## config.mk

```make
export PLATFORM = sky130hd
export DESIGN_NAME = spi_host_bridge
export DESIGN_NICKNAME = d
export VERILOG_FILES = /design/src/rtl/spi_host_bridge_pkg.sv /design/src/rtl/spi_host_bridge_fifo.sv /design/src/rtl/spi_host_bridge.sv
export SDC_FILE = /design/constraint.sdc
export NUM_CORES = 1
export LEC_CHECK = 0
export CAP_MARGIN = 20
export CELL_PAD_IN_SITES_DETAIL_PLACEMENT = 0
export CELL_PAD_IN_SITES_GLOBAL_PLACEMENT = 1
export CORE_UTILIZATION = 40
export DETAILED_ROUTE_END_ITERATION = 8
export PLACE_DENSITY = 0.69
export SYNTH_ARGS = -nofsm -noshare
export SYNTH_HDL_FRONTEND = slang
export SYNTH_HIERARCHICAL = 1
export SYNTH_SLANG_ARGS = --single-unit
```

## constraint.sdc

```tcl
create_clock -name clk -period 3.3 [get_ports clk]
set_clock_uncertainty 0.05 [all_clocks]
set_input_delay 0.495 -clock clk [delete_from_list [all_inputs] [get_ports clk]]
set_output_delay 0.495 -clock clk [all_outputs]
set_load 0.01 [all_outputs]
```

## src/rtl/spi_host_bridge_pkg.sv

```systemverilog
// Shared register map, STATUS/CTRL bit positions and FSM encodings for the SPI host bridge.
package spi_host_bridge_pkg;

  localparam int W_CPU = 32;

  localparam logic [1:0] SPI_REG_TXDATA = 2'd0;
  localparam logic [1:0] SPI_REG_RXDATA = 2'd1;
  localparam logic [1:0] SPI_REG_STATUS = 2'd2;
  localparam logic [1:0] SPI_REG_CTRL   = 2'd3;

  localparam int STAT_TX_EMPTY   = 0;
  localparam int STAT_TX_FULL    = 1;
  localparam int STAT_RX_EMPTY   = 2;
  localparam int STAT_RX_FULL    = 3;
  localparam int STAT_BUSY       = 4;
  localparam int STAT_RX_OVF     = 5;
  localparam int STAT_TX_OVF     = 6;
  localparam int STAT_TIMEOUT    = 7;

  localparam int CTRL_ENABLE     = 0;
  localparam int CTRL_FLUSH      = 1;
  localparam int CTRL_IRQ_EN     = 2;

  localparam logic [1:0] SPI_ST_IDLE  = 2'd0;
  localparam logic [1:0] SPI_ST_LOAD  = 2'd1;
  localparam logic [1:0] SPI_ST_SHIFT = 2'd2;
  localparam logic [1:0] SPI_ST_DONE  = 2'd3;

  // Field order matches the STATUS bit numbering (bit 7 first).
  typedef struct packed {
    logic timeout_err;
    logic tx_ovf;
    logic rx_ovf;
    logic busy;
    logic rx_full;
    logic rx_empty;
    logic tx_full;
    logic tx_empty;
  } spi_status_t;

endpackage

```

## src/rtl/spi_host_bridge_fifo.sv

```systemverilog
// Synchronous FIFO, head word visible combinationally on dout; push on full accepted only with a
// same-cycle pop, pop on empty ignored; flush empties it and discards a same-cycle push.
module spi_fifo #(
  parameter int W          = 32,
  parameter int DEPTH_LOG2 = 2
) (
  input  logic         clk,
  input  logic         rst_n,
  input  logic         push,
  input  logic         pop,
  input  logic         flush,
  input  logic [W-1:0] din,
  output logic [W-1:0] dout,
  output logic         full,
  output logic         empty
);

  localparam int DEPTH = 1 << DEPTH_LOG2;

  logic [W-1:0]        r_mem [DEPTH];
  logic [DEPTH_LOG2:0] r_wptr;
  logic [DEPTH_LOG2:0] r_rptr;
  logic                w_do_push;
  logic                w_do_pop;

  // Extra pointer MSB distinguishes full from empty when the index bits match.
  assign empty     = (r_wptr == r_rptr);
  assign full      = (r_wptr[DEPTH_LOG2] != r_rptr[DEPTH_LOG2]) &&
                     (r_wptr[DEPTH_LOG2-1:0] == r_rptr[DEPTH_LOG2-1:0]);
  assign w_do_pop  = pop & ~empty;
  assign w_do_push = push & (~full | w_do_pop);
  assign dout      = r_mem[r_rptr[DEPTH_LOG2-1:0]];

  always_ff @(posedge clk or negedge rst_n) begin
    if (!rst_n) begin
      r_wptr <= '0;
      r_rptr <= '0;
    end else if (flush) begin
      r_wptr <= '0;
      r_rptr <= '0;
    end else begin
      if (w_do_push) r_wptr <= r_wptr + 1'b1;
      if (w_do_pop)  r_rptr <= r_rptr + 1'b1;
    end
  end

  always_ff @(posedge clk) begin
    if (w_do_push && !flush) r_mem[r_wptr[DEPTH_LOG2-1:0]] <= din;
  end

endmodule

```

## src/rtl/spi_host_bridge.sv

```systemverilog
// CPU register window in front of the spi shifter: TX/RX FIFOs, sticky errors, handoff FSM.
// Loads return one cycle after rd_en; TXDATA stores to a full FIFO are dropped and flagged.
module spi_host_bridge
  import spi_host_bridge_pkg::*;
#(
  parameter int W_Data     = W_CPU,
  parameter int DEPTH_LOG2 = 2,
  parameter int TIMEOUT    = 64
) (
  input  logic              clk,
  input  logic              rst,
  input  logic [1:0]        addr,
  input  logic              wr_en,
  input  logic [W_Data-1:0] wr_data,
  input  logic              rd_en,
  output logic [W_Data-1:0] rd_data,
  output logic              irq,
  output logic [W_Data-1:0] data_to_transmit,
  output logic              data_transmit_valid,
  input  logic              transmit_ready,
  input  logic [W_Data-1:0] data_in
);

  localparam int TW = $clog2(TIMEOUT + 1);

  logic [1:0]        r_state;
  logic [TW-1:0]     r_tmo_cnt;
  logic [W_Data-1:0] r_dtt;
  logic [W_Data-1:0] r_rd_data;
  logic              r_enable;
  logic              r_irq_en;
  logic              r_rx_ovf;
  logic              r_tx_ovf;
  logic              r_timeout_err;

  logic              w_wr_tx, w_wr_stat, w_wr_ctrl, w_rd_rx, w_flush;
  logic              w_start, w_done, w_timeout;
  logic              w_tx_push, w_tx_pop, w_tx_full, w_tx_empty;
  logic              w_rx_push, w_rx_pop, w_rx_full, w_rx_empty;
  logic [W_Data-1:0] w_tx_dout, w_rx_dout;
  spi_status_t       w_status;

  assign w_wr_tx   = wr_en && (addr == SPI_REG_TXDATA);
  assign w_wr_stat = wr_en && (addr == SPI_REG_STATUS);
  assign w_wr_ctrl = wr_en && (addr == SPI_REG_CTRL);
  assign w_rd_rx   = rd_en && (addr == SPI_REG_RXDATA);
  assign w_flush   = w_wr_ctrl && wr_data[CTRL_FLUSH];

  assign w_start   = (r_state == SPI_ST_IDLE) && r_enable && !w_tx_empty && transmit_ready && !w_flush;
  assign w_tx_pop  = w_start;
  assign w_tx_push = w_wr_tx && (!w_tx_full || w_tx_pop);

  // Flush in the DONE cycle discards the received word.
  assign w_done    = (r_state == SPI_ST_DONE) && !w_flush;
  assign w_rx_pop  = w_rd_rx && !w_rx_empty;
  assign w_rx_push = w_done && (!w_rx_full || w_rx_pop);
  assign w_timeout = (r_state == SPI_ST_LOAD) && transmit_ready && !w_flush &&
                     (r_tmo_cnt == TW'(TIMEOUT - 1));

  spi_fifo #(.W(W_Data), .DEPTH_LOG2(DEPTH_LOG2)) u_tx_fifo (
    .clk   (clk),
    .rst_n (rst),
    .push  (w_tx_push),
    .pop   (w_tx_pop),
    .flush (w_flush),
    .din   (wr_data),
    .dout  (w_tx_dout),
    .full  (w_tx_full),
    .empty (w_tx_empty)
  );

  spi_fifo #(.W(W_Data), .DEPTH_LOG2(DEPTH_LOG2)) u_rx_fifo (
    .clk   (clk),
    .rst_n (rst),
    .push  (w_rx_push),
    .pop   (w_rx_pop),
    .flush (w_flush),
    .din   (data_in),
    .dout  (w_rx_dout),
    .full  (w_rx_full),
    .empty (w_rx_empty)
  );

  always_comb begin
    w_status             = '0;
    w_status.tx_empty    = w_tx_empty;
    w_status.tx_full     = w_tx_full;
    w_status.rx_empty    = w_rx_empty;
    w_status.rx_full     = w_rx_full;
    w_status.busy        = (r_state != SPI_ST_IDLE);
    w_status.rx_ovf      = r_rx_ovf;
    w_status.tx_ovf      = r_tx_ovf;
    w_status.timeout_err = r_timeout_err;
  end

  always_ff @(posedge clk or negedge rst) begin
    if (!rst) begin
      r_state   <= SPI_ST_IDLE;
      r_tmo_cnt <= '0;
      r_dtt     <= '0;
    end else if (w_flush) begin
      r_state <= SPI_ST_IDLE;
    end else begin
      case (r_state)
        SPI_ST_IDLE: begin
          if (w_start) begin
            r_state   <= SPI_ST_LOAD;
            r_dtt     <= w_tx_dout;
            r_tmo_cnt <= '0;
          end
        end
        SPI_ST_LOAD: begin
          if (!transmit_ready)                     r_state   <= SPI_ST_SHIFT;
          else if (w_timeout)                      r_state   <= SPI_ST_IDLE;
          else if (r_tmo_cnt != TW'(TIMEOUT))      r_tmo_cnt <= r_tmo_cnt + TW'(1);
        end
        SPI_ST_SHIFT: begin
          if (transmit_ready) r_state <= SPI_ST_DONE;
        end
        default: r_state <= SPI_ST_IDLE;
      endcase
    end
  end

  // Sticky bits: a same-cycle set beats a write-1-to-clear.
  always_ff @(posedge clk or negedge rst) begin
    if (!rst) begin
      r_enable      <= 1'b0;
      r_irq_en      <= 1'b0;
      r_rx_ovf      <= 1'b0;
      r_tx_ovf      <= 1'b0;
      r_timeout_err <= 1'b0;
    end else begin
      if (w_wr_ctrl) begin
        r_enable <= wr_data[CTRL_ENABLE];
        r_irq_en <= wr_data[CTRL_IRQ_EN];
      end
      r_rx_ovf      <= (r_rx_ovf      & ~(w_wr_stat & wr_data[STAT_RX_OVF]))  | (w_done && !w_rx_push);
      r_tx_ovf      <= (r_tx_ovf      & ~(w_wr_stat & wr_data[STAT_TX_OVF]))  | (w_wr_tx && !w_tx_push && !w_flush);
      r_timeout_err <= (r_timeout_err & ~(w_wr_stat & wr_data[STAT_TIMEOUT])) | w_timeout;
    end
  end

  always_ff @(posedge clk or negedge rst) begin
    if (!rst) begin
      r_rd_data <= '0;
    end else if (rd_en) begin
      case (addr)
        SPI_REG_RXDATA: r_rd_data <= w_rx_empty ? '0 : w_rx_dout;
        SPI_REG_STATUS: r_rd_data <= {{(W_Data-8){1'b0}}, w_status};
        SPI_REG_CTRL:   r_rd_data <= {{(W_Data-3){1'b0}}, r_irq_en, 1'b0, r_enable};
        default:        r_rd_data <= '0;
      endcase
    end
  end

  assign rd_data             = r_rd_data;
  assign data_to_transmit    = r_dtt;
  assign data_transmit_valid = (r_state == SPI_ST_LOAD) || (r_state == SPI_ST_SHIFT);
  assign irq                 = r_irq_en & (!w_rx_empty | r_rx_ovf | r_tx_ovf | r_timeout_err);

endmodule

```

==> metrics <==
CTS tree=built; area of the mapped netlist=0.0139 mm^2; Worst-path clk slew=60 ps; Slew Viols, Final=0; core area=0.0339 mm^2; worst skew pair latency=510 ps; crit path DAT=2630 ps; Startpoint Class=flop; Max FO, Critical Path=7; Worst-Margin Slew=692 ps; vias=7160; XOR/XNOR share of the synthesized area=0.0107; routability cong.=0.792; vias per cell=5.06; initial antenna violation count=6; largest family of logic cells by synthesized area=multiplexers; Final #Nets=1024; Avg Cell Area, Syn=18.4 um^2; Initial Utilization=0.411; Die Y=189 um; WP data required=2750 ps; PwrDens=803 mW/mm^2; Synth area leader=edfxtp_1; worst vdd ir=512 uV; P_sw=3.77 mW; Seq/Total Area, Yosys=0.714; top area cells in the synthesized netlist=edfxtp_1 55%, dfrtp_1 16%, mux4_2 10%, mux2_4 3.2%, ha_1 1.4%; fmax=315 MHz; Die Area=0.0355 mm^2; Power Total=14.0 mW; sequential cell area=0.00994 mm^2; share of the synthesized area in the top cell type=0.552; Tcrit/Tclk final=0.962; Rows=67; Comb power frac=0.276; drt drc=0; largest stage delay on the critical path=490 ps; # clock sinks=346; RSZ-0062 raised after global routing=no; post-route insts no fill=1416; Pre-antenna DRT Iters=4; die span in x=189 um; Setup Viol. Count Final=0; crit path time final=3170 ps; Compound-Gate Fraction of Synth Area=0.0380; multiplexer share of the synthesized area=0.148; routed len/inst=19.8 um; worst setup path class=flop to output port; grt total ovfl=0; GRT Resource Usage Total=0.163; share of layout cells above drive strength 1=0.232; Placed Area=0.0161 mm^2; final hold vios=0; clock share of power=0.314; Power Internal=10.2 mW; Syn Inst Count=757; Num CTS Buffers=37; sw frac=0.270; crit end category=output port; I/O Buffers=136; top-count cell post-synth=edfxtp_1; Slowest-stage cell, CP=clkdlybuf4s50_1; number of max-cap violations=0; Synth Area in Simple Gates=0.0463; first-pass GRT wire length=44400 um; Routed Antenna Nets=0; routed wire length=28100 um; clk buf depth=3; Layout fillers=2786; status=finished, final reports clean; area used by multi-input combinational logic=0.00361 mm^2; I/O pins=137; vias in the first global route=7683; number of synthesized flops with an enable pin=256; #FFs+latches synth=346; Util after Layout=0.514; DRT iter0 DRCs=382; worst relative slew slack=0.539; top_reg_cell synth=edfxtp_1; placed cells=1345; FFs w/ async S/R, synth=0.260; yosys warns=6; Post-Synth Adder-Cell Area=0.0144; leakage power=6.18 nW; post-synthesis net count=844; Post-Layout Inst Area=0.0174 mm^2; commonest cells in the synthesized netlist=256 x edfxtp_1, 90 x dfrtp_1, 64 x mux4_2, 48 x inv_1, 39 x nand2_1; H-tree depth=2; largest net degree at the start of global routing=47; sequential share of power=0.410; Netlist cell types=57; crit path cell chain=xnor2_4 > nand2_1 > nor2_1 > inv_1 > o41a_1 > clkdlybuf4s50_1; area grow syn2layout=25.2%; HPWL Detailed=18200 um; CTS root buffer=clkbuf_16; HP Class=flop to flop
==> worst paths after layout <==
| path | start | end | slack [ps] | cells after the start |
|---|---|---|---|---|
| min in group asynchronous | rst | data_to_transmit[17] | 520 | 2 |
| min reg2reg | data_to_transmit[27] | data_to_transmit[27] | 460 | 1 |
| max | u_rx_fifo/r_wptr[1] | irq | 130 | 6 |
| max in group asynchronous | rst | rd_data[26] | 1920 | 3 |
| min | data_to_transmit[27] | data_to_transmit[27] | 460 | 1 |
| max reg2reg | u_tx_fifo/r_rptr[2] | u_tx_fifo/r_mem[2][7] | 200 | 10 |
==> cell families after synthesis <==
group                      count (synthesis)
AOI/OAI and AO/OA                         76
xor gates and xnor gates                   8
adders and majority gates                 16
buffers and inverters                     81
DFF                                      346
muxes                                    110
and+or+nand+nor                          120
==> routing by layer <==
metal / GRT usage / vias up / routed length, um / share of wire
li1: - / 3283 / - / -
met1: 0.213 / 3640 / 11900 / 0.42
met2: 0.274 / 184 / 13800 / 0.49
met3: 0.0419 / 49 / 1760 / 0.063
met4: 0.0403 / 4 / 576 / 0.021
met5: 0 / - / 27 / 0.00096
==> critical path, delay by kind of cell, from the launching register on <==
family | cells | cell delay [ps]
flip-flops | 1 | 480
AO/OA/AOI/OAI | 1 | 460
buffers and inverters | 2 | 560
AND/OR/NAND/NOR | 2 | 350
XOR/XNOR | 1 | 280
==> power by group through the flow <==
stage / combinational (mW) / sequential [mW] / clock (mW)
6_report: 3.87 / 5.74 / 4.39
5_1_grt: 4.21 / 5.81 / 4.68
4_1_cts: 3.95 / 5.75 / 4.50
3_5_place_dp: 3.93 / 5.83 / 0
3_3_place_gp: 3.91 / 5.81 / 0
2_1_floorplan: 2.45 / 5.84 / 0
==> final cells by class <==
class	instances	share of cell area
clock inverters	23	0.0190
clock buffers	44	0.0558
multi-input cells	330	0.207
well taps	448	0.0322
flip-flops and latches	346	0.571
inverters	49	0.0107
diodes	3	0.000431
repair buffers	173	0.104
==> flip-flops by register name, indices dropped and copies added (netlist names), 2 cells and up <==
signal            count
data_to_transmit     32
r_state               2
r_tmo_cnt             7
rd_data              32
u_rx_fifo/r_mem     128
u_rx_fifo/r_rptr      3
u_rx_fifo/r_wptr      3
u_tx_fifo/r_mem     128
u_tx_fifo/r_rptr      3
u_tx_fifo/r_wptr      3
==> metrics by stage <==
stage	setup slack, ps	TNS (ps)	hold slack, ps
floorplan	128	0	149
global placement	-68.8	-6190	448
detailed placement	-96.1	-9800	446
CTS	56.5	0	463
global route	3.65	0	470
finish	126	0	457
==> timing repair <==
item	in CTS	in global routing
buffers inserted	0	0
setup endpoints to repair	0	93
resized for setup	0	1
hold endpoints to repair	15	0
hold buffers	1	0
==> cells in the final DEF (no fill, tap or decap), drive strengths merged, types with 16 or more instances in the layout <==
master	n
mux4	64
mux2	40
nor2	20
o21ai	36
nand2	39
edfxtp	256
clkbuf	44
buf	37
inv	52
dfrtp	90
ha	16
clkdlybuf4s50	135
Note: power is estimated with default switching activity, not from simulation.
